### config.mk
export PLATFORM = sky130hd
export DESIGN_NAME = enemy_phase_controller
export DESIGN_NICKNAME = d
export VERILOG_FILES = /design/src/rtl/enemy_phase_controller_pkg.sv /design/src/rtl/enemy_alive_counter.sv /design/src/rtl/enemy_phase_controller.sv
export SDC_FILE = /design/constraint.sdc
export NUM_CORES = 1
export LEC_CHECK = 0
export BUFFER_PORTS_ARGS = -buffer_cell sky130_fd_sc_hd__buf_2
export CAP_MARGIN = 20
export CELL_PAD_IN_SITES_DETAIL_PLACEMENT = 0
export CELL_PAD_IN_SITES_GLOBAL_PLACEMENT = 2
export CORE_MARGIN = 2
export CORE_UTILIZATION = 30
export CTS_CLUSTER_SIZE = 16
export DETAILED_ROUTE_END_ITERATION = 12
export PLACE_DENSITY_LB_ADDON = 0.3
export SETUP_SLACK_MARGIN = 0.3
export SLEW_MARGIN = 20
export SYNTH_ARGS = -nofsm -noshare
export SYNTH_HDL_FRONTEND = slang
export SYNTH_SLANG_ARGS = --single-unit
export TNS_END_PERCENT = 30
### constraint.sdc
create_clock -name i_Clk -period 2.06 [get_ports i_Clk]
set_input_delay 0.206 -clock i_Clk [delete_from_list [all_inputs] [get_ports i_Clk]]
set_output_delay 0.206 -clock i_Clk [all_outputs]
set_load 0.02 [all_outputs]
### src/rtl/enemy_phase_controller_pkg.sv
// Shared enemy definitions: march FSM states, phase codes and the NONE position
// marker used by the row movers.
package enemy_phase_controller_pkg;

   typedef enum logic [1:0] {
      ST_IDLE  = 2'd0,
      ST_RUN   = 2'd1,
      ST_HOLD  = 2'd2,
      ST_CLEAR = 2'd3
   } marchState_t;

   // Row movers step left on 00/11 and right on 01/10
   typedef enum logic [1:0] {
      PH_LEFT0  = 2'b00,
      PH_RIGHT0 = 2'b01,
      PH_RIGHT1 = 2'b10,
      PH_LEFT1  = 2'b11
   } phase_t;

   localparam logic [9:0] POS_NONE = 10'h3FF;

   function automatic phase_t nextPhase(input phase_t ph);
      return phase_t'(ph + 2'd1);
   endfunction

endpackage

### src/rtl/enemy_alive_counter.sv
// Registered popcount of the enemy alive bitmap.
module enemy_alive_counter
   import enemy_phase_controller_pkg::*;
#(
   parameter int NUM_ENEMIES = 24,
   parameter int COUNT_W     = $clog2(NUM_ENEMIES + 1)
) (
   input  logic                   i_Clk,
   input  logic                   i_Rst,
   input  logic [NUM_ENEMIES-1:0] i_EnemyAlive,
   output logic [COUNT_W-1:0]     o_AliveCount
);

   logic [COUNT_W-1:0] popCount;

   always_comb begin
      popCount = '0;
      for (int i = 0; i < NUM_ENEMIES; i++) begin
         popCount = popCount + COUNT_W'(i_EnemyAlive[i]);
      end
   end

   always_ff @(posedge i_Clk or posedge i_Rst) begin
      if (i_Rst) o_AliveCount <= '0;
      else       o_AliveCount <= popCount;
   end

endmodule

### src/rtl/enemy_phase_controller.sv
// Enemy formation march sequencer: frame-tick interval timer, move strobe,
// step/phase advance and wave-clear detection.
//
//   state    | meaning
//   ST_IDLE  | after reset, waiting for i_Start
//   ST_RUN   | counting frame ticks and issuing move strobes
//   ST_HOLD  | paused, all counters frozen
//   ST_CLEAR | no enemy left, waiting for i_Start
module enemy_phase_controller
   import enemy_phase_controller_pkg::*;
#(
   parameter int NUM_ENEMIES     = 24,
   parameter int FRAMES_MAX      = 8,
   parameter int FRAMES_MID      = 5,
   parameter int FRAMES_MIN      = 2,
   parameter int FAST_THRESHOLD  = 6,
   parameter int STEPS_PER_PHASE = 32
) (
   input  logic                               i_Clk,
   input  logic                               i_Rst,
   input  logic                               i_Start,
   input  logic                               i_Pause,
   input  logic                               i_FrameTick,
   input  logic [NUM_ENEMIES-1:0]             i_EnemyAlive,
   output logic [1:0]                         o_PhaseState,
   output logic                               o_MoveStrobe,
   output logic [$clog2(NUM_ENEMIES+1)-1:0]   o_AliveCount,
   output logic                               o_Running,
   output logic                               o_Cleared
);

   localparam int COUNT_W = $clog2(NUM_ENEMIES + 1);
   localparam int FRAME_W = $clog2(FRAMES_MAX + 1);
   localparam int STEP_W  = $clog2(STEPS_PER_PHASE);

   marchState_t        state, stateNext;
   logic [FRAME_W-1:0] frameCnt, frameNext, lastFrame;
   logic [STEP_W-1:0]  stepCnt, stepNext;
   phase_t             phase, phaseNext;
   logic               strobeNext;
   logic [COUNT_W-1:0] aliveCount;

   enemy_alive_counter #(
      .NUM_ENEMIES (NUM_ENEMIES),
      .COUNT_W     (COUNT_W)
   ) u_aliveCounter (
      .i_Clk        (i_Clk),
      .i_Rst        (i_Rst),
      .i_EnemyAlive (i_EnemyAlive),
      .o_AliveCount (aliveCount)
   );

   // Terminal frame count shrinks as the formation thins out
   always_comb begin
      if (aliveCount > COUNT_W'(NUM_ENEMIES / 2))
         lastFrame = FRAME_W'(FRAMES_MAX - 1);
      else if (aliveCount > COUNT_W'(FAST_THRESHOLD))
         lastFrame = FRAME_W'(FRAMES_MID - 1);
      else
         lastFrame = FRAME_W'(FRAMES_MIN - 1);
   end

   always_comb begin
      stateNext  = state;
      frameNext  = frameCnt;
      stepNext   = stepCnt;
      phaseNext  = phase;
      strobeNext = 1'b0;

      if (o_MoveStrobe) begin
         if (stepCnt == STEP_W'(STEPS_PER_PHASE - 1)) begin
            stepNext  = '0;
            phaseNext = nextPhase(phase);
         end else begin
            stepNext = stepCnt + STEP_W'(1);
         end
      end

      case (state)
         ST_IDLE, ST_CLEAR: begin
            if (i_Start) begin
               stateNext = ST_RUN;
               frameNext = '0;
               stepNext  = '0;
               phaseNext = PH_LEFT0;
            end
         end
         ST_RUN: begin
            if (aliveCount == '0) begin
               stateNext = ST_CLEAR;
            end else if (i_Pause) begin
               stateNext = ST_HOLD;
            end else if (i_FrameTick) begin
               // >= lets a freshly shortened interval fire on the next tick
               if (frameCnt >= lastFrame) begin
                  frameNext  = '0;
                  strobeNext = 1'b1;
               end else begin
                  frameNext = frameCnt + FRAME_W'(1);
               end
            end
         end
         ST_HOLD: begin
            if (aliveCount == '0) stateNext = ST_CLEAR;
            else if (!i_Pause)    stateNext = ST_RUN;
         end
         default: stateNext = ST_IDLE;
      endcase
   end

   always_ff @(posedge i_Clk or posedge i_Rst) begin
      if (i_Rst) begin
         state        <= ST_IDLE;
         frameCnt     <= '0;
         stepCnt      <= '0;
         phase        <= PH_LEFT0;
         o_MoveStrobe <= 1'b0;
         o_Running    <= 1'b0;
         o_Cleared    <= 1'b0;
      end else begin
         state        <= stateNext;
         frameCnt     <= frameNext;
         stepCnt      <= stepNext;
         phase        <= phaseNext;
         o_MoveStrobe <= strobeNext;
         o_Running    <= (stateNext == ST_RUN);
         o_Cleared    <= (stateNext == ST_CLEAR);
      end
   end

   assign o_PhaseState = phase;
   assign o_AliveCount = aliveCount;

endmodule

==> key figures <==
Die
  – Die width: 80.8 µm
  – I/O pin cnt: 39
  – Starting Density: 31.5%
  – Die height: 80.8 µm
  – Die area: 6520 µm²
  – Rows: 27
  – Total core area: 5610 µm²

Synthesis
  – YS warnings: 0
  – Syn avg cell area: 9.77 µm²
  – Netlist area before placement: between 1500 and 2000 µm²
  – Largest cells by area after synthesis: dfrtp_1 30%, fa_1 19%, ha_1 11%, inv_1 9.8%, mux2i_1 3.4%
  – Area share of the largest cell type after synthesis: 29.7%
  – Syn_nets: around 240
  – Number of library cell types mapped by synthesis: 40
  – Register bit total from synthesis: 21
  – Ys flop type: dfrtp_1
  – Post-synth EDFFs: 0
  – Syn Inst Count: 181
  – Post-synth top area cell: dfrtp_1
  – Seq/Total Area, Yosys: 29.7%
  – FFs w/ async S/R, synth: 100%

Hold path
  – WHS Path Cells: 3
  – HP Class: primary input to flip-flop

Power and ir drop
  – Max VDD drop: 0.379 mV
  – Leakage: ~0.0012 µW
  – Power Dens Cells: 1360 nW/µm²

Clock network
  – Clk sink count: 21
  – Clock Path Buffers: 2
  – Clk slew on worst S/H paths: around 90 ps
  – H-tree depth: 1
  – Clock Root Buffer: clkbuf_8
  – CTS tree: done
  – CTS Buf Count: 3
  – Worst-Skew Late Latency: between 200 and 300 ps

Global route
  – Largest net degree at the start of global routing: 22
  – First-pass GRT wire length: slightly below 6000 µm
  – Overall routing resource usage: around 11%
  – Vias in the first global route: 1388
  – Initial antenna violation count: 0
  – Total grt overflow: 0

STA
  – # setup viols final: 5
  – Final Skew: about 8 ps
  – Peak Freq: approximately 270 MHz
  – Setup TNS: -7920 ps
  – Final Hold Viols: 0
  – Tightest Pin Transition: 430 ps
  – Fin. max-slew vios: 0
  – RSZ-0062 raised after global routing: true
  – Slew margin rel.: between 70% and 80%
  – Fin crit period: 3740 ps
  – Final Cycle Share: 182%
  – Final worst setup slack: -1680 ps

Layout
  – Multi-input gate area: 1100 µm²
  – Register area: 526 µm²
  – Ant diodes: 0
  – Nets@finish: 299
  – Number of fillers in the final layout: between 500 and 600
  – Layout area overhead: 28.0%
  – Share of cells above drive strength 1: 31.2%

Critical path
  – CP max FO: 2
  – WS Path Type: primary input to flip-flop
  – Type of origin of the critical path: primary input
  – Critical path endpoint category: flip-flop
  – Crit path DAT: ~4000 ps
  – Worst R2R Path Depth: 9
  – Worst path required time: 2230 ps

Run
  – Maxcap violations: 0

Routing
  – Drt drc: 0
  – Wirelength per Cell: 11.0 µm
  – DRT Wirelength: 3390 µm
  – Post-DRT Antenna Nets: 0
  – Vias post-DR: 1381
  – 1st-iter DRT viols: 34
  – Vias/cell: 4.47
  – DR pass1 iterations: 4

Placed design
  – Post-DP HPWL: 2790 µm
  – Pre-CTS setup slack: -1990 ps
  – GP Congestion: 0.693
  – Port bufs: 38

Run status
  – Failing checks: setup timing
  – Status: finished with violations
[registers in the layout, summed over array words and instances (netlist names)]
signal,flops
o_Running,1
o_MoveStrobe,1
o_PhaseState,2
o_Cleared,1
state,2
stepCnt,5
u_aliveCounter.o_AliveCount,5
frameCnt,4
[final cells by class]
type	count	area share [%]
Clock buffer	3	1.82
Clock inverter	1	0.221
Inverter	46	7.63
Multi-Input combinational cell	111	48.4
Sequential cell	21	23.2
Tap cell	72	3.98
Timing Repair Buffer	55	14.7
[cell usage in the layout (no fill, tap or decap), types with 2 or more instances in the layout]
| master | count |
|---|---|
| a21oi_1 | 3 |
| a21oi_2 | 2 |
| a22oi_1 | 2 |
| a311oi_2 | 2 |
| and3_1 | 3 |
| buf_2 | 36 |
| buf_4 | 16 |
| buf_6 | 2 |
| clkbuf_8 | 3 |
| dfrtp_1 | 21 |
| fa_1 | 15 |
| fa_2 | 2 |
| ha_1 | 14 |
| inv_1 | 43 |
| inv_2 | 3 |
| mux2i_1 | 6 |
| nand2_1 | 4 |
| nand2b_1 | 5 |
| nand3_1 | 3 |
| nand3b_1 | 2 |
| nor2_1 | 12 |
| o21ai_0 | 9 |
| o22ai_1 | 2 |
| xnor2_1 | 2 |
| xor2_1 | 2 |
[report_power, final]
part | internal (µW) | switching (µW)
clock network | 135 | 146
logic | 1080 | 1060
registers | 546 | 111
[layer usage]
| layer | global-route usage [%] | share of wire, % | up-vias |
|---|---|---|---|
| met5 | 0 | 0 | - |
| met4 | 4.58 | 1.5 | 0 |
| met3 | 1.22 | 4.2 | 4 |
| met2 | 19.5 | 48 | 36 |
| met1 | 14.3 | 47 | 647 |
| li1 | - | - | 694 |
[Yosys cell counts, types with 2 or more instances]
library cell	count
a31oi_1	2
a21oi_1	4
fa_1	17
a22oi_1	2
and3_1	3
nand2b_1	5
clkbuf_1	2
ha_1	15
o21ai_0	10
nand3_1	3
nand3b_1	2
inv_1	46
nor2_1	12
o22ai_1	2
mux2i_1	6
nand2_1	4
xor2_1	2
dfrtp_1	21
xnor2_1	2
[worst max-delay path, stage by stage]
cell	delay (ps)
buf_6	100
ha_4	250
inv_2	30
fa_1	450
fa_1	530
fa_1	450
fa_1	540
fa_1	430
fa_2	360
fa_2	530
inv_2	30
[final timing paths]
check | slack (ps) | start | endpoint
worst max-delay path | -1680 | i_EnemyAlive[1] | u_aliveCounter.o_AliveCount[1]
min in group asynchronous | 510 | i_Rst | frameCnt[3]
worst min-delay path | 250 | i_Start | o_Running
max in group asynchronous | 1330 | i_Rst | o_MoveStrobe
worst min register to register | 530 | frameCnt[3] | frameCnt[3]
worst max register to register | 40 | u_aliveCounter.o_AliveCount[1] | frameCnt[3]
[what timing repair did]
action                     in CTS  in global routing
pin swaps                       3                  5
hold endpoints to repair       21                  0
gates resized for setup         5                  4
buffers inserted                0                  1
hold buffers                    1                  0
setup endpoints to repair      10                 11
[stage by stage]
stage	std cells	hold WS (ps)	utilization, %	instance area [µm²]	total power, µW
6_report	309	249	40.4	2260	3070
3_5_place_dp	303	260	38.6	2170	2700
2_1_floorplan	181	183	-	1790	2030
4_1_cts	308	239	40.0	2240	3050
3_3_place_gp	303	265	38.6	2170	2690
5_1_grt	309	255	40.4	2260	3400
[kinds of logic (layout without fill, tap and decap cells)]
| kind of cell | after synthesis | after routing | share of synthesized area, % |
|---|---|---|---|
| AOI/OAI and AO/OA | 30 | 30 | 11.6 |
| xor gates and xnor gates | 4 | 4 | 1.98 |
| and+or+nand+nor | 37 | 37 | 11.7 |
| buffers and inverters | 49 | 105 | 10.5 |
| muxes | 7 | 7 | 4.03 |
| adders and majority gates | 33 | 33 | 30.4 |
| DFF | 21 | 21 | 29.7 |
No activity file was read; power rests on OpenSTA's default activity.
